### src/rtl/shift_mux_if.sv
// shift_mux_if: operand/result bundle for the registered barrel shifter.
// master drives the operand side and reads results; slave is the shifter.
// With SHIFT_ROTATE_EN defined the bundle also carries the rotate request.
interface shift_mux_if #(
    parameter int DATA_W = 32,
    parameter int SA_W   = 5
);
    logic              in_valid;
    logic [DATA_W-1:0] d;
    logic [SA_W-1:0]   sa;
    logic              right;
    logic              arith;
`ifdef SHIFT_ROTATE_EN
    logic              rotate;
`endif
    logic [DATA_W-1:0] sh;
    logic              carry;
    logic              out_valid;

`ifdef SHIFT_ROTATE_EN
    modport master (
        output in_valid, d, sa, right, arith, rotate,
        input  sh, carry, out_valid
    );

    modport slave (
        input  in_valid, d, sa, right, arith, rotate,
        output sh, carry, out_valid
    );
`else
    modport master (
        output in_valid, d, sa, right, arith,
        input  sh, carry, out_valid
    );

    modport slave (
        input  in_valid, d, sa, right, arith,
        output sh, carry, out_valid
    );
`endif
endinterface

### src/rtl/shift_mux.sv
// shift_mux: registered barrel shifter for the ALU datapath.
// Logical left, logical right and arithmetic right, plus the last bit shifted
// out as carry. One output register; result appears the edge in_valid is sampled.
// Optional feature: define SHIFT_ROTATE_EN to add rotate left/right.
//
// Left shifts reuse the right-shift network: the operand is bit-reversed,
// shifted right with zero fill, and reversed back. The carry index then becomes
// sa-1 of the (possibly reversed) operand for both directions.
// DATA_W must be a power of two >= 8 and SA_W must equal $clog2(DATA_W).
module shift_mux #(
    parameter int DATA_W = 32,
    parameter int SA_W   = 5
) (
    input  logic       clk,
    input  logic       rst_n,
    shift_mux_if.slave bus
);

    logic [DATA_W-1:0] w_rev_d;
    logic [DATA_W-1:0] w_op;
    logic [DATA_W-1:0] w_cur;
    logic [DATA_W-1:0] w_res;
    logic [SA_W-1:0]   w_carry_idx;
    logic              w_carry;
    logic              w_fill;
    logic              w_rot;

    logic [DATA_W-1:0] r_sh;
    logic              r_carry;
    logic              r_out_valid;

    function automatic logic [DATA_W-1:0] f_reverse(input logic [DATA_W-1:0] v);
        logic [DATA_W-1:0] r;
        r = '0;
        for (int i = 0; i < DATA_W; i++) begin
            r[i] = v[DATA_W-1-i];
        end
        return r;
    endfunction

`ifdef SHIFT_ROTATE_EN
    assign w_rot = bus.rotate;
`else
    assign w_rot = 1'b0;
`endif

    // Operand orientation: right shifts use d as-is, left shifts use d reversed.
    always_comb begin
        w_rev_d = f_reverse(bus.d);
        w_op    = bus.right ? bus.d : w_rev_d;
    end

    // Sign fill only for arithmetic right shifts; rotates never fill.
    assign w_fill = bus.right & bus.arith & ~w_rot & bus.d[DATA_W-1];

    // Log-depth right-shift network: stage s moves by 2**s when sa[s] is set.
    always_comb begin
        w_cur = w_op;
        for (int s = 0; s < SA_W; s++) begin
            if (bus.sa[s]) begin
`ifdef SHIFT_ROTATE_EN
                if (w_rot) begin
                    w_cur = (w_cur >> (1 << s)) | (w_cur << (DATA_W - (1 << s)));
                end else begin
                    w_cur = (w_cur >> (1 << s)) |
                            (w_fill ? ~({DATA_W{1'b1}} >> (1 << s)) : {DATA_W{1'b0}});
                end
`else
                w_cur = (w_cur >> (1 << s)) |
                        (w_fill ? ~({DATA_W{1'b1}} >> (1 << s)) : {DATA_W{1'b0}});
`endif
            end
        end
    end

    // Undo the reversal for left operations.
    always_comb begin
        w_res = bus.right ? w_cur : f_reverse(w_cur);
    end

    // Carry is bit sa-1 of the oriented operand; sa=0 shifts nothing out.
    always_comb begin
        w_carry_idx = bus.sa - SA_W'(1);
        w_carry     = (bus.sa != '0) ? w_op[w_carry_idx] : 1'b0;
    end

    // Output register: captures only on in_valid, out_valid follows in_valid.
    always_ff @(posedge clk or negedge rst_n) begin
        if (!rst_n) begin
            r_sh        <= '0;
            r_carry     <= 1'b0;
            r_out_valid <= 1'b0;
        end else begin
            r_out_valid <= bus.in_valid;
            if (bus.in_valid) begin
                r_sh    <= w_res;
                r_carry <= w_carry;
            end
        end
    end

    assign bus.sh        = r_sh;
    assign bus.carry     = r_carry;
    assign bus.out_valid = r_out_valid;

endmodule

### src/flat_wrapper.sv
// flat-port wrapper written by rule: the top's interface ports become plain ports
module shift_mux_flat 
#(
    parameter int DATA_W = 32,
    parameter int SA_W   = 5
)
  (clk, rst_n, bus_in_valid, bus_d, bus_sa, bus_right, bus_arith, bus_sh, bus_carry, bus_out_valid);
  shift_mux_if #(.DATA_W(DATA_W), .SA_W(SA_W)) bus_i ();
  input  logic clk;
  input  logic rst_n;
  input wire logic [$bits(bus_i.in_valid)-1:0] bus_in_valid;
  input wire logic [$bits(bus_i.d)-1:0] bus_d;
  input wire logic [$bits(bus_i.sa)-1:0] bus_sa;
  input wire logic [$bits(bus_i.right)-1:0] bus_right;
  input wire logic [$bits(bus_i.arith)-1:0] bus_arith;
  output wire logic [$bits(bus_i.sh)-1:0] bus_sh;
  output wire logic [$bits(bus_i.carry)-1:0] bus_carry;
  output wire logic [$bits(bus_i.out_valid)-1:0] bus_out_valid;
  assign bus_i.in_valid = bus_in_valid;
  assign bus_i.d = bus_d;
  assign bus_i.sa = bus_sa;
  assign bus_i.right = bus_right;
  assign bus_i.arith = bus_arith;
  assign bus_sh = bus_i.sh;
  assign bus_carry = bus_i.carry;
  assign bus_out_valid = bus_i.out_valid;
  shift_mux #(.DATA_W(DATA_W), .SA_W(SA_W)) u_core (.clk(clk), .rst_n(rst_n), .bus(bus_i));
endmodule
### config.mk
export PLATFORM = sky130hd
export DESIGN_NAME = shift_mux_flat
export DESIGN_NICKNAME = d
export VERILOG_FILES = /design/src/rtl/shift_mux_if.sv /design/src/rtl/shift_mux.sv /design/src/flat_wrapper.sv
export SDC_FILE = /design/constraint.sdc
export NUM_CORES = 1
export LEC_CHECK = 0
export CAP_MARGIN = 20
export CORE_ASPECT_RATIO = 0.6
export CORE_UTILIZATION = 39
export DETAILED_ROUTE_END_ITERATION = 8
export PLACE_DENSITY = 0.63
export SYNTH_ARGS = -nofsm -noshare
export SYNTH_HDL_FRONTEND = slang
export SYNTH_SLANG_ARGS = --single-unit
### constraint.sdc
create_clock -name clk -period 1.7 [get_ports clk]
set_input_delay 0.425 -clock clk [delete_from_list [all_inputs] [get_ports clk]]
set_output_delay 0.425 -clock clk [all_outputs]
set_load 0.05 [all_outputs]
# Word level (Yosys, flattened, before mapping)
# Cells that the tools add are included.
# word_totals
register_bits	34
in_bits	42
output_inout_bits	34
word_cells	28
# classes
add_sub_neg	1
order_cmp	1
mux	15
n_bitwise	7
n_reduce_logical	1
# op_table
operator	count
two-way mux 32 bit	12
OR 16 x 32 -> 32 bit	1
OR 24 x 32 -> 32 bit	1
OR 28 x 32 -> 32 bit	1
OR 30 x 32 -> 32 bit	1
OR 31 x 32 -> 32 bit	1
< comparator 5 x 6 -> 1 bit (second input constant)	1
binary-select mux 1 bit (select 5 bit)	1
nonzero test 5 bit	1
subtractor 5 x 1 -> 5 bit (second input constant)	1
bitwise AND 1 bit	2
two-way mux 1 bit	2

# Longest topological paths before layout
# depth
word_depth	14
mapped_depth	12
depth_no_buf	8

# Worst setup path before layout
# OpenSTA, ideal clock, no wires.
# synth_path
path_type	input -> register
start	input bus_sa[1]
end	register u_core.r_carry (netlist: u_core.bus.carry)
setup_ps	82
t_arrival_ps	3579
t_required_ps	1618
path_slack_ps	-1961
path_stages	12
path_buffers	4
cell_sequence	clkbuf_1 inv_1 clkbuf_1 buf_1 clkbuf_1 ha_1 xnor2_1 mux4_2 mux4_2 nor2_1 o31ai_1 a31oi_1
# synth_between
elab_chain_len	4
elab_cells_between_ends	5
classes_between	add/sub: 1; mux: 3; reduce/logical: 1
# synth_lines
item	line	source
start: declaration	flat_wrapper.sv:13	input wire logic [$bits(bus_i.sa)-1:0] bus_sa;
subtractor 5 x 1 -> 5 bit	shift_mux.sv:83	w_carry_idx = bus.sa - SA_W'(1);
binary-select mux 1 bit (select 5 bit)	shift_mux.sv:84	w_carry = (bus.sa != '0) ? w_op[w_carry_idx] : 1'b0;
two-way mux 1 bit (not written as such)	shift_mux.sv:84	
two-way mux 1 bit (*)	shift_mux.sv:84	
end signal: assignment	shift_mux.sv:97	r_carry <= w_carry;
end: declaration	shift_mux.sv:29	logic r_carry;
# Mark *: on every way between the ends. The rest lies on a longest branch, timed or not. The select of a mux whose other input is x is not followed.
# A chain may end at the register's enable or synchronous reset.

# Final worst setup path
# layout_path
start	input bus_sa[0]
end	register u_core.r_sh[15] (netlist: u_core.bus.sh[15])
# layout_between
elab_chain_len	9
elab_cells_between_ends	10
classes_between	mux: 6; bitwise: 4
# layout_lines
item	line	source
two-way mux 32 bit (*)	shift_mux.sv:60	if (bus.sa[s]) begin
OR 30 x 32 -> 32 bit	shift_mux.sv:69	w_cur = (w_cur >> (1 << s)) |
two-way mux 32 bit (*)	shift_mux.sv:60	
OR 28 x 32 -> 32 bit	shift_mux.sv:69	
two-way mux 32 bit (*)	shift_mux.sv:60	
OR 24 x 32 -> 32 bit	shift_mux.sv:69	
two-way mux 32 bit (*) (2 in series)	shift_mux.sv:60	
two-way mux 32 bit (*)	shift_mux.sv:78	w_res = bus.right ? w_cur : f_reverse(w_cur);
end signal: assignment	shift_mux.sv:96	r_sh <= w_res;
end: declaration	shift_mux.sv:28	logic [DATA_W-1:0] r_sh;
# Mark *: on every way between the ends. The rest lies on a longest branch, timed or not.

==> qor.log <==
qor: sta.timing.slew.headroom 70.2%
qor: synth.netlist.area_leader.share 22.7%
qor: setup_path.critPathCaptureType register
qor: placement.portBuffers 75
qor: synth.yosys.cell_count.top_type sky130_fd_sc_hd__nor2_1
qor: setup_path.cp.required 1.86 ns
qor: global_route.pin_count_of_the_biggest_net_entering_global_routing 37
qor: die.die_height 91.1 microns
qor: global_route.grt_total_usage 36.6%
qor: drt.wl_per_cell 24.9 microns
qor: run_status.failed_checks setup timing
qor: sta.finalWorstSetupSlack -0.750 ns
qor: cts.clock_insertion_delay_worst_skew 0.28 ns
qor: sta.timing.fmax 0.408 GHz
qor: final_layout.area.growth.synth_to_final 75.6%
qor: sta.final.setup_skew 0 ns
qor: hold_path.hold_path.class primary input to asynchronous set/reset pin
qor: drt.vias_per_cell 6.49
qor: global_route.globalRoute.totalOverflow 0
qor: drt.route.final.wire_length 25.1 mm
qor: drt.postRouteAntennaNets 0
qor: job.max_cap_violations 0
qor: synth.synthesis.area 5150 sq um
qor: cts.cts_tree built
qor: cts.ctsHtreeMaxLevel 2
qor: drt.drt_iter0_drc 731
qor: synth.yosysTopAreaCell sky130_fd_sc_hd__mux4_2
qor: drt.drc_errors 0
qor: setup_path.startpoint_type primary input
qor: power_and_ir_drop.p_total 5.55 mW
qor: drt.routed-via-count 6,540
qor: synth.synth_edf_count 0
qor: synth.synth-seq-area-share 16.5%
qor: drt.detail_route.first_pass.iterations 5
qor: final_layout.fraction_of_layout_cells_with_a_size_suffix_above_1 54.7%
qor: cts.cts.sink_count 34
qor: placement.detailedPlacementHpwl 18.9 mm
qor: run_status.status finished, violations left
qor: setup_path.worstPathMaxFanout 6
qor: synth.syn-instance-count 577
qor: final_layout.insertedDiodeCount 0
qor: die.initial_core_util 40.1%
qor: global_route.grt_antenna_before_repair 0
qor: die.design.portCount 76
qor: synth.synth_async_sr_flop_share 100%
qor: global_route.grt_pass1_wl 37.5 mm
qor: final_layout.num-nets-final 879
qor: placement.gpl.final_weighted_congestion 0.998
qor: power_and_ir_drop.power_density 613 nW/um^2
qor: synth.synthesis.area_per_instance 8.93 sq um
qor: placement.placement.cell_area 7820 sq um
qor: final_layout.n_fill_cell 951
qor: synth.ys_ff_latch 34
qor: final_layout.finish.instance_area 9050 sq um
qor: sta.rsz0062_at_grt true
qor: synth.yosys-top-cells-count sky130_fd_sc_hd__nor2_1 (55), sky130_fd_sc_hd__nand2_1 (53), sky130_fd_sc_hd__mux4_2 (52), sky130_fd_sc_hd__mux2i_1 (45), sky130_fd_sc_hd__clkbuf_1 (36)
qor: die.core_area 12,900 sq um
qor: synth.synth.distinct_cells 71
qor: die.die_area 13,700 sq um
qor: sta.final_min_period_over_clock_period 144%
qor: cts.number_of_buffers_created_by_cts 5
qor: setup_path.worst-endpoint-arrival 2.61 ns
qor: cts.cts-root-buf sky130_fd_sc_hd__clkbuf_16
qor: synth.yosysWarningCount 0
qor: sta.finalWorstPathRequiredPeriod 2.45 ns
qor: final_layout.fin_util 70.4%
qor: synth.postSynth.topFlopCell sky130_fd_sc_hd__dfrtp_1
qor: cts.cts.clk_slew.worst_paths 0.06 ns
qor: cts.clock_tree.buffer_depth 2
qor: synth.yosys-top-cells-area sky130_fd_sc_hd__mux4_2 (23%), sky130_fd_sc_hd__dfrtp_1 (17%), sky130_fd_sc_hd__mux2i_1 (8.7%)
qor: synth.synth_fp_nets 620
qor: final_layout.ff_latch_area 851 sq um
qor: die.die_w 150 microns
qor: setup_path.criticalPathCategory primary input to register
qor: global_route.number_of_global_route_vias_before_repair 6,375
qor: sta.setup_viol 33
qor: final_layout.multiInputGateArea 4720 sq um
qor: die.placementRows 32
qor: sta.hold_viol_final 0
qor: sta.worst_slew_pin_slew 0.435 ns
qor: power_and_ir_drop.vdd.ir_drop.worst 0.407 mV
qor: power_and_ir_drop.leakage 3.77 nW
qor: sta.drv_slew 0
[repair_timing]
action / 4_1_cts / 5_1_grt
endpoints found under the setup margin: 33 / 33
hold buffers: 0 / 0
setup buffers: 17 / 22
gates resized for setup: 114 / 113
hold endpoints to repair: 0 / 0
pin swaps: 24 / 46
cloned: 1 / 1
[path summary, 6_finish.rpt]
check	to	start	depth (start not counted)	slack, ns
worst max-delay path	u_core.bus.sh[15]	bus_sa[0]	11	-0.75
worst min-delay path	u_core.bus.sh[2]	rst_n	2	0.52
worst max register to register	u_core.bus.sh[28]	u_core.bus.sh[28]	3	0.63
worst min register to register	u_core.bus.sh[4]	u_core.bus.sh[4]	2	0.54
max in group asynchronous	u_core.bus.sh[20]	rst_n	2	0.99
min in group clk	u_core.bus.sh[4]	u_core.bus.sh[4]	2	0.54
[metrics by stage]
step                      std cells  setup WS, ns  setup TNS [ns]  hold WS (ns)
after floorplan                 577         -1.15          -17.33         0.129
after global placement          960         -1.23          -34.87         0.531
after detailed placement        960         -1.27          -36.00         0.527
after CTS                       986        -0.716          -19.09         0.528
after global routing           1007        -0.816          -21.93         0.530
final                          1007        -0.750          -20.62         0.524
[cell type report]
cell class / instances / area share, %
multi-input combinational: 473 / 52.2
timing repair buffer: 310 / 33.8
inverter: 12 / 0.608
tap: 170 / 2.35
clock buffer: 6 / 1.53
sequential: 34 / 9.40
clock inverter: 2 / 0.138
[cells by family (layout without fill, tap and decap cells)]
family	after synthesis	after routing	synth area share (%)
AO/OA/AOI/OAI	182	182	25.0
XOR/XNOR	4	4	0.680
adder cells (fa/ha/maj)	1	1	0.243
multiplexers	119	119	36.6
AND/OR/NAND/NOR	167	167	14.6
buffers and inverters	70	330	6.33
flip-flops	34	34	16.5
[metal layers]
| metal | track usage (%) | vias to the layer above | part of all wire, % |
|---|---|---|---|
| met5 | 0 | - | 0 |
| met4 | 7.66 | 0 | 1.8 |
| met3 | 14.7 | 41 | 14 |
| met2 | 49.3 | 424 | 41 |
| met1 | 53.9 | 3255 | 44 |
| li1 | - | 2820 | - |
[critical path, stage by stage]
cell and delay [ns]:
sky130_fd_sc_hd__buf_12 0.11, sky130_fd_sc_hd__buf_4 0.11, sky130_fd_sc_hd__buf_6 0.11, sky130_fd_sc_hd__buf_8 0.12
sky130_fd_sc_hd__mux2_2 0.36, sky130_fd_sc_hd__mux4_2 0.55, sky130_fd_sc_hd__mux2i_4 0.19, sky130_fd_sc_hd__buf_6 0.13
sky130_fd_sc_hd__a2bb2oi_1 0.25, sky130_fd_sc_hd__a2bb2oi_2 0.17, sky130_fd_sc_hd__o31ai_1 0.08
[state kept, by name, indices dropped and copies added, names as in the netlist]
register	count
u_core.bus.out_valid	1
u_core.bus.carry	1
u_core.bus.sh	32
[cells in the final DEF (no fill, tap or decap), types with 6 or more instances in the layout]
master,synthesis,routed
sky130_fd_sc_hd__a21oi_1,33,30
sky130_fd_sc_hd__a31oi_1,12,12
sky130_fd_sc_hd__and2_1,6,6
sky130_fd_sc_hd__buf_12,1,39
sky130_fd_sc_hd__buf_4,3,197
sky130_fd_sc_hd__buf_6,2,31
sky130_fd_sc_hd__clkbuf_16,0,6
sky130_fd_sc_hd__clkdlybuf4s15_2,0,8
sky130_fd_sc_hd__dfrtp_1,34,34
sky130_fd_sc_hd__dlygate4sd2_1,0,18
sky130_fd_sc_hd__inv_1,9,6
sky130_fd_sc_hd__mux2_2,21,6
sky130_fd_sc_hd__mux2_4,0,15
sky130_fd_sc_hd__mux2i_1,45,27
sky130_fd_sc_hd__mux2i_4,0,16
sky130_fd_sc_hd__mux4_2,52,53
sky130_fd_sc_hd__nand2_1,53,52
sky130_fd_sc_hd__nand3_1,15,14
sky130_fd_sc_hd__nor2_1,55,46
sky130_fd_sc_hd__nor2_2,0,6
sky130_fd_sc_hd__nor3_1,11,9
sky130_fd_sc_hd__o211ai_1,13,13
sky130_fd_sc_hd__o21ai_0,25,14
sky130_fd_sc_hd__o21ai_1,0,7
[report_power, final]
| group | leakage [nW] | switching (mW) | internal, mW |
|---|---|---|---|
| clock | 0.0729 | 0.349 | 0.580 |
| combinational | 3.29 | 1.83 | 1.75 |
| sequential | 0.410 | 0.123 | 0.924 |
| total | 3.77 | 2.30 | 3.25 |
No activity file was read; power rests on OpenSTA's default activity.
